### config.mk
export PLATFORM = sky130hd
export DESIGN_NAME = obstacle_scroll_scheduler
export DESIGN_NICKNAME = d
export VERILOG_FILES = /design/src/rtl/obstacle_scroll_scheduler.sv
export SDC_FILE = /design/constraint.sdc
export NUM_CORES = 1
export LEC_CHECK = 0
export CAP_MARGIN = 10
export CORE_UTILIZATION = 60
export DETAILED_ROUTE_END_ITERATION = 8
export HOLD_SLACK_MARGIN = 0.03
export PLACE_DENSITY = 0.83
export SYNTH_ARGS = -nofsm -noshare
export SYNTH_HDL_FRONTEND = slang
export SYNTH_HIERARCHICAL = 1
export SYNTH_SLANG_ARGS = --single-unit
### constraint.sdc
create_clock -name CLK -period 12.5 [get_ports CLK]
set_input_delay 3.125 -clock CLK [delete_from_list [all_inputs] [get_ports CLK]]
set_output_delay 3.125 -clock CLK [all_outputs]
set_load 0.05 [all_outputs]
### src/rtl/obstacle_scroll_scheduler.sv
// Obstacle scroll scheduler: loads, scrolls, wraps and scores four obstacle slots.
// Slot 1 is packed into the MSBs of the shape and X buses. Internally slot i lives
// at array index NUM_SLOTS-i, so the packed arrays drive the buses directly.

// Per-slot scroll arithmetic: move left by step, or wrap by one PERIOD when the
// slot would leave the screen.
module obstacle_scroll_slot #(
  parameter int COORD_W = 11,
  parameter int PERIOD  = 640
) (
  input  logic [COORD_W-1:0] x,
  input  logic [COORD_W-1:0] step,
  output logic [COORD_W-1:0] x_nxt,
  output logic               retire
);
  // A wrapped slot always lands below PERIOD, so modulo-2^COORD_W arithmetic is exact.
  always_comb begin
    retire = (x < step);
    x_nxt  = retire ? (x + COORD_W'(PERIOD) - step) : (x - step);
  end
endmodule

module obstacle_scroll_scheduler #(
  parameter int SHAPE_W     = 3,
  parameter int COORD_W     = 11,
  parameter int SCREEN_W    = 640,
  parameter int SPACING     = 160,
  parameter int SPEED_W     = 3,
  parameter int SCORE_W     = 8,
  parameter int EMPTY_SHAPE = 0
) (
  input  logic                   CLK,
  input  logic                   RST_N,
  input  logic                   FRAME_TICK,
  input  logic                   START,
  input  logic                   CRASH,
  input  logic [SPEED_W-1:0]     SPEED,
  input  logic [SHAPE_W-1:0]     RAND_SHAPE,
  output logic [4*SHAPE_W-1:0]   BLOCK_SHAPE,
  output logic [4*COORD_W-1:0]   BLOCK_START_X,
  output logic [SCORE_W-1:0]     SCORE,
  output logic                   RUNNING
);
  localparam int NUM_SLOTS = 4;
  localparam int PERIOD    = NUM_SLOTS * SPACING;

  typedef enum logic [1:0] {IDLE, LOAD, RUN, FREEZE} state_t;

  state_t                              state;
  logic [1:0]                          k;        // array index being loaded; 3 = slot 1
  logic [NUM_SLOTS-1:0][SHAPE_W-1:0]   shp;
  logic [NUM_SLOTS-1:0][COORD_W-1:0]   xs;
  logic [NUM_SLOTS-1:0][COORD_W-1:0]   xs_nxt;
  logic [NUM_SLOTS-1:0]                retire;
  logic [COORD_W-1:0]                  step;
  logic [SHAPE_W-1:0]                  new_shape;
  logic [2:0]                          n_ret;
  logic [SCORE_W:0]                    score_sum;
  logic [SCORE_W-1:0]                  score;
  logic                                running;

  assign BLOCK_SHAPE   = shp;
  assign BLOCK_START_X = xs;
  assign SCORE         = score;
  assign RUNNING       = running;

  // Step size, replacement shape and saturating score for this frame.
  always_comb begin
    step      = (SPEED == '0) ? COORD_W'(1) : COORD_W'(SPEED);
    new_shape = (RAND_SHAPE == SHAPE_W'(EMPTY_SHAPE)) ? SHAPE_W'(1) : RAND_SHAPE;
    n_ret     = '0;
    for (int i = 0; i < NUM_SLOTS; i++) n_ret = n_ret + 3'(retire[i]);
    score_sum = {1'b0, score} + (SCORE_W+1)'(n_ret);
  end

  genvar g;
  generate
    for (g = 0; g < NUM_SLOTS; g++) begin : g_slot
      obstacle_scroll_slot #(.COORD_W(COORD_W), .PERIOD(PERIOD)) u_slot (
        .x      (xs[g]),
        .step   (step),
        .x_nxt  (xs_nxt[g]),
        .retire (retire[g])
      );
    end
  endgenerate

  // Game FSM with all slot state, score and RUNNING registered.
  always_ff @(posedge CLK) begin
    if (!RST_N) begin
      state   <= IDLE;
      k       <= 2'd3;
      score   <= '0;
      running <= 1'b0;
      for (int i = 0; i < NUM_SLOTS; i++) begin
        shp[i] <= SHAPE_W'(EMPTY_SHAPE);
        xs[i]  <= COORD_W'(SCREEN_W);
      end
    end else begin
      case (state)
        IDLE, FREEZE: begin
          if (START) begin
            state <= LOAD;
            k     <= 2'd3;
            score <= '0;
          end
        end
        LOAD: begin
          xs[k]  <= COORD_W'(SCREEN_W + (NUM_SLOTS - 1 - int'(k)) * SPACING);
          shp[k] <= new_shape;
          if (k == 2'd0) begin
            state   <= RUN;
            running <= 1'b1;
          end else begin
            k <= k - 2'd1;
          end
        end
        RUN: begin
          // A crash freezes the field before any move in the same cycle.
          if (CRASH) begin
            state   <= FREEZE;
            running <= 1'b0;
          end else if (FRAME_TICK) begin
            xs <= xs_nxt;
            for (int i = 0; i < NUM_SLOTS; i++)
              if (retire[i]) shp[i] <= new_shape;
            score <= score_sum[SCORE_W] ? '1 : score_sum[SCORE_W-1:0];
          end
        end
        default: state <= IDLE;
      endcase
    end
  end
endmodule

* Word-level counts from Yosys, hierarchy flattened
Index checks and enable logic that the tools add are counted.
Operators by class: muxes and demuxes 37, reduce and logical (&&, ||, !) cells 18, multiply operators 1, add/subtract/negate cells 19, $lt $le $gt $ge 6, equality and inequality tests 13
Operators by type and width (count):
- $mux 44 | 2
- $pmux 44 s2 | 1
- $sub 11x3->11 | 8
- $mux 11 | 5
- $add 11x10->11 const B | 4
- $bwmux 44 | 1
- $lt 11x3->1 | 4
- $mux 8 | 4
- $mux 12 | 2
- $pmux 12 s2 | 1
- $demux 11 s2 | 1
- $mux 3 | 7
- $reduce_and 4->1 | 5
- $pmux 8 s2 | 1
- $bwmux 12 | 1
- $ne 2x2->1 const B | 6
- $reduce_and 3->1 | 4
- $add 11x11->11 const A | 1
- $mux 2 | 5
- $add 8x3->9 | 1
- $ne 2x1->1 const B | 4
- $demux 3 s2 | 1
- $logic_not 3->1 | 2
- $mul 3x4->6 const B | 1
- 17 further kinds | 22
Word-level totals: input port bits 11, flip-flop bits (word level) 69, logic and storage cells 106, output and inout port bits 65

* Logic depth before layout (Yosys ltp)
depth in word-level cells 11, gate-level depth with buffers 19, gate-level depth less buffers 18

* Modules after synthesis
The synthesis kept the hierarchy.
Modules (own cells, without submodules):
- obstacle_scroll_slot (g_slot[0].u_slot ...) | cells an instance 157, area each 1161.1 µm², times used 3, seq. area each 0.0 µm²
- obstacle_scroll_scheduler | cells an instance 353, area each 3110.5 µm², times used 1, seq. area each 1381.3 µm²
- obstacle_scroll_slot (g_slot[3].u_slot) | cells an instance 155, area each 1178.6 µm², times used 1, seq. area each 0.0 µm²

* Worst setup path before layout
OpenSTA, ideal clock, no wires.
path kind input-to-reg, from input port SPEED[1], to register score[3] (netlist: SCORE[3]), setup slack 5840 ps, arrival time 6540 ps, stages 19, buffers on the path 2, library setup time 120 ps, data required time 12380 ps, cell sequence clkbuf_1 > inv_1 > ha_1 > inv_1 > fa_1 > and4b_1 > nor3_1 > or2_1 > buf_6 > inv_2 > fa_1 > inv_1 > fa_1 > inv_1 > fa_1 > and4_1 > nand2b_1 > a21oi_1 > o31a_1
Between the ends: longest elaborated chain between the ends 11, elaborated cells on any way between the ends 14, those cells by class 4 x add/sub; 4 x order compare; 5 x mux; 1 x reduce/logical
Ends and longest elaborated chain:
- start: declaration | RTL line 37 | input logic [SPEED_W-1:0] SPEED,
- $logic_not 3->1 | RTL line 69 | step = (SPEED == '0) ? COORD_W'(1) : COORD_W'(SPEED);
- $mux 3 (*) | RTL line 69
- $lt 11x3->1 (*) | RTL line 18 | retire = (x < step);
- named net retire[0] | RTL line 54 | logic [NUM_SLOTS-1:0] retire;
- $add 1x1->2 (*) | RTL line 72 | for (int i = 0; i < NUM_SLOTS; i++) n_ret = n_ret + 3'(retire[i]);
- $add 2x1->3 (*) | RTL line 72
- $add 3x1->3 (*) | RTL line 72
- $add 8x3->9 (*) | RTL line 73 | score_sum = {1'b0, score} + (SCORE_W+1)'(n_ret);
- $mux 8 (*) | RTL line 127 | score <= score_sum[SCORE_W] ? '1 : score_sum[SCORE_W-1:0];
- $mux 8 (*) | RTL line 123 | end else if (FRAME_TICK) begin
- $mux 8 (*) | RTL line 120 | if (CRASH) begin
- $pmux 8 s2 (*) | RTL line 100 | case (state)
- end signal: assignment | RTL line 127
- end: declaration | RTL line 59 | logic [SCORE_W-1:0] score;
Mark *: on every way through the listed nets, which the timed path passes. The rest lies on a longest branch. The select of a mux whose other input is x is not followed. A chain may end at the register's enable or synchronous reset.

* Worst setup path after layout
from input port SPEED[2], to register score[3] (netlist: SCORE[3])
Between the ends: longest elaborated chain between the ends 11, elaborated cells on any way between the ends 14, those cells by class 4 x add/sub; 4 x order compare; 5 x mux; 1 x reduce/logical
Ends and longest elaborated chain:
- $logic_not 3->1 | RTL line 69
- $mux 3 | RTL line 69
- named net step[0] | RTL line 55 | logic [COORD_W-1:0] step;
- $lt 11x3->1 | RTL line 18
- named net retire[0] | RTL line 54
- $add 1x1->2 | RTL line 72
- $add 2x1->3 | RTL line 72
- $add 3x1->3 | RTL line 72
- $add 8x3->9 | RTL line 73
- $mux 8 | RTL line 127
- $mux 8 | RTL line 123
- $mux 8 | RTL line 120
- $pmux 8 s2 | RTL line 100
The timed path passes the listed nets, and every way through them passes these cells. The select of a mux whose other input is x is not followed.

==> results.sh <==
export IMPL_cap_violations=0
export IMPL_synthAdderAreaFrac_pct=25.5
export IMPL_clk_pin_slew_ns=0.06
export IMPL_worstPathRequired_ns=12.73
export IMPL_syn_inst=979
export IMPL_vdd_drop_max_v=0.0000917
export IMPL_worst_skew_pair_late_latency_ns=0.33
export IMPL_rows=41
export IMPL_post_place_cells=1251
export IMPL_gr_total_overflow=0
export IMPL_async_reset_ff_share_pct=0
export IMPL_yosysWarnings=6
export IMPL_fin_skew_ns=0.00615
export IMPL_area_delta_synth_final_pct=16.9
export IMPL_fmax_mhz=132
export IMPL_drc=0
export IMPL_cts_root_buf="clkbuf_16"
export IMPL_final_setup_viol_count=0
export IMPL_final_max_slew_viol_count=0
export IMPL_cts_inserted_buffers=9
export IMPL_num_vias=7039
export IMPL_cts_sinks=69
export IMPL_reg2reg_depth=17
export IMPL_final_core_util_pct=72.0
export IMPL_drive_above_1_share_pct=4.57
export IMPL_grt_pass1_wl_um=31500
export IMPL_syn_area_sq_um=7770
export IMPL_synth_top_cell_area_share_pct=17.8
export IMPL_path_class="input port to flop"
export IMPL_ant_nets=0
export IMPL_wl_per_cell_um=15.2
export IMPL_r2r_end="SCORE[3]"
export IMPL_avgSynthCellArea_sq_um=7.94
export IMPL_finalCritPeriodShare_pct=60.7
export IMPL_synth_compound_area_share_pct=20.9
export IMPL_core_sq_um=12600
export IMPL_start_util_pct=61.6
export IMPL_crit_arrival_ns=7.81
export IMPL_reg2reg_slack_ns=8.20
export IMPL_yosys_area_share_simple_pct=20.0
export IMPL_fp_dieArea_sq_um=13400
export IMPL_hold_violations=0
export IMPL_die_width_um=116
export IMPL_ys_seq_area_share_pct=17.8
export IMPL_status="finished clean"
export IMPL_vias_per_cell=5.56
export IMPL_power_w=0.00118
export IMPL_p_leak_nw=3.87
export IMPL_die_y_um=116
export IMPL_startpoint_type="input port"
export IMPL_synthMuxAreaShare_pct=1.55
export IMPL_num_antenna_cells=0
export IMPL_cts_setup_buffers=0
export IMPL_ys_top_cells_by_area="dfxtp_1, ha_1, fa_1, inv_1, xnor2_1"
export IMPL_synth_xor_area_share_pct=5.07
export IMPL_min_period_ns=7.58
export IMPL_first_iter_violations=492
export IMPL_synth_edff_count=0
export IMPL_worstMarginPinSlew_ns=0.941
export IMPL_hold_start="BLOCK_SHAPE[5]"
export IMPL_totalWireLength_um=19300
export IMPL_worst_path_max_fanout=14
export IMPL_whs_ns=0.466
export IMPL_synth_top_family_by_area="adder cells"
export IMPL_finalNetCount=1236
export IMPL_cts_htree_levels=3
export IMPL_rsz0062_at_grt="no"
export IMPL_num_io_pins=76
export IMPL_synth_top_cell_by_area="dfxtp_1"
export IMPL_grt_max_degree=31
export IMPL_cts_resized=0
export IMPL_ctsHoldBuffers=0
export IMPL_routabilityCongestion=0.901
export IMPL_end_kind="flop"
export IMPL_tns_ns=0
export IMPL_synthFlopType="dfxtp_1"
export IMPL_io_buffers=75
export IMPL_grt_pass1_vias=6591
export IMPL_grt_usage_pct=29.8
export IMPL_hold_path_endpoint="BLOCK_SHAPE[5]"
export IMPL_powerDensity_nw_per_um2=130
export IMPL_rr_startpoint="BLOCK_START_X[3]"
export IMPL_final_cell_mix="inv_1, ha_1, nor2_1, nand2_1, clkdlybuf4s50_1"
export IMPL_tritoncts="built"
export IMPL_relSlewSlack_pct=37.1
export IMPL_hp_class="flop to flop"
export IMPL_ys_seq_elements=69
export IMPL_synth_cell_types=68
export IMPL_grt_antenna_before_repair=0
export IMPL_final_common_cell="inv_1"
export IMPL_cts_buffer_depth=2
export IMPL_layout_cells_non_filler=1267
export IMPL_first_pass_iters=5
export IMPL_hpwl_um=14900
export IMPL_min_path_cells=2
area by class of cell:
type	count	area (sq um)
repair buffers	78	773
flip-flops and latches	69	1380
fillers	1029	3530
clock inverters	4	47.5
multi-input cells	784	5870
inverters	148	556
clock buffers	12	246
well taps	172	215
power by group:
part	leakage [nW]	total, W	internal [W]	switching [W]
Sequential	0.558	0.000270	0.000244	0.0000251
Combinational	3.16	0.000649	0.000243	0.000406
Clock	0.143	0.000260	0.000159	0.000100
kinds of logic (layout without fill, tap and decap cells):
| logic type | after synthesis | count (layout) |
|---|---|---|
| compound gates | 232 | 232 |
| xor+xnor | 45 | 45 |
| fa+ha+maj | 135 | 135 |
| buf+inv | 177 | 242 |
| flops | 69 | 69 |
| mux | 12 | 12 |
| other cells | 1 | 52 |
| simple gates | 308 | 308 |
worst max-delay path, stage by stage:
cell and delay (ns):
clkdlybuf4s50_1 0.85, o21bai_1 0.29, ha_1 0.31, nand3b_1 0.18, and4b_1 0.24, nor3_1 0.20, or2_1 0.39, inv_2 0.20
fa_1 0.48, inv_1 0.08, fa_1 0.20, inv_1 0.06, fa_1 0.45, and4_1 0.26, nand2b_1 0.12, a21oi_1 0.08
o31a_1 0.29
per-layer routing:
| metal | vias up | global-route usage [%] | routed length, um |
|---|---|---|---|
| met4 | 0 | 9.66 | 345 |
| met1 | 3263 | 40.0 | 8860 |
| met2 | 236 | 49.8 | 9090 |
| li1 | 3510 | - | - |
| met5 | - | 0 | 0 |
| met3 | 30 | 3.77 | 1010 |
cells in the mapped netlist (12+ instances only):
cell	number
inv_1	143
ha_1	96
nand2_1	79
nor2_1	79
dfxtp_1	69
a21oi_1	40
fa_1	39
o21ai_0	38
xnor2_1	37
nor3_1	35
nor2b_1	25
nand3_1	18
nand2b_1	16
o21a_1	16
a22oi_1	15
clkbuf_1	12
mux2i_1	12
o211ai_1	12
worst max path at each step:
stage | from | end | slack [ns] | depth (start not counted)
floorplan | SPEED[1] | SCORE[3] | 5.84 | 19
global placement | SPEED[2] | SCORE[3] | 4.70 | 17
detailed placement | SPEED[2] | SCORE[3] | 4.56 | 17
CTS | SPEED[2] | SCORE[3] | 4.92 | 17
global route | SPEED[2] | SCORE[3] | 4.61 | 17
finish | SPEED[2] | SCORE[3] | 4.92 | 17
flip-flops by register name, indices dropped and copies added (netlist names):
name	count
state	2
BLOCK_SHAPE	12
BLOCK_START_X	44
RUNNING	1
k	2
SCORE	8
stage by stage:
stage          setup slack [ns]  area (sq um)
6_report                   4.92          9090
5_1_grt                    4.61          9090
2_1_floorplan              5.84          7960
3_3_place_gp               4.70          8790
4_1_cts                    4.92          9090
3_5_place_dp               4.56          8790
Note: power is estimated with default switching activity, not from simulation.
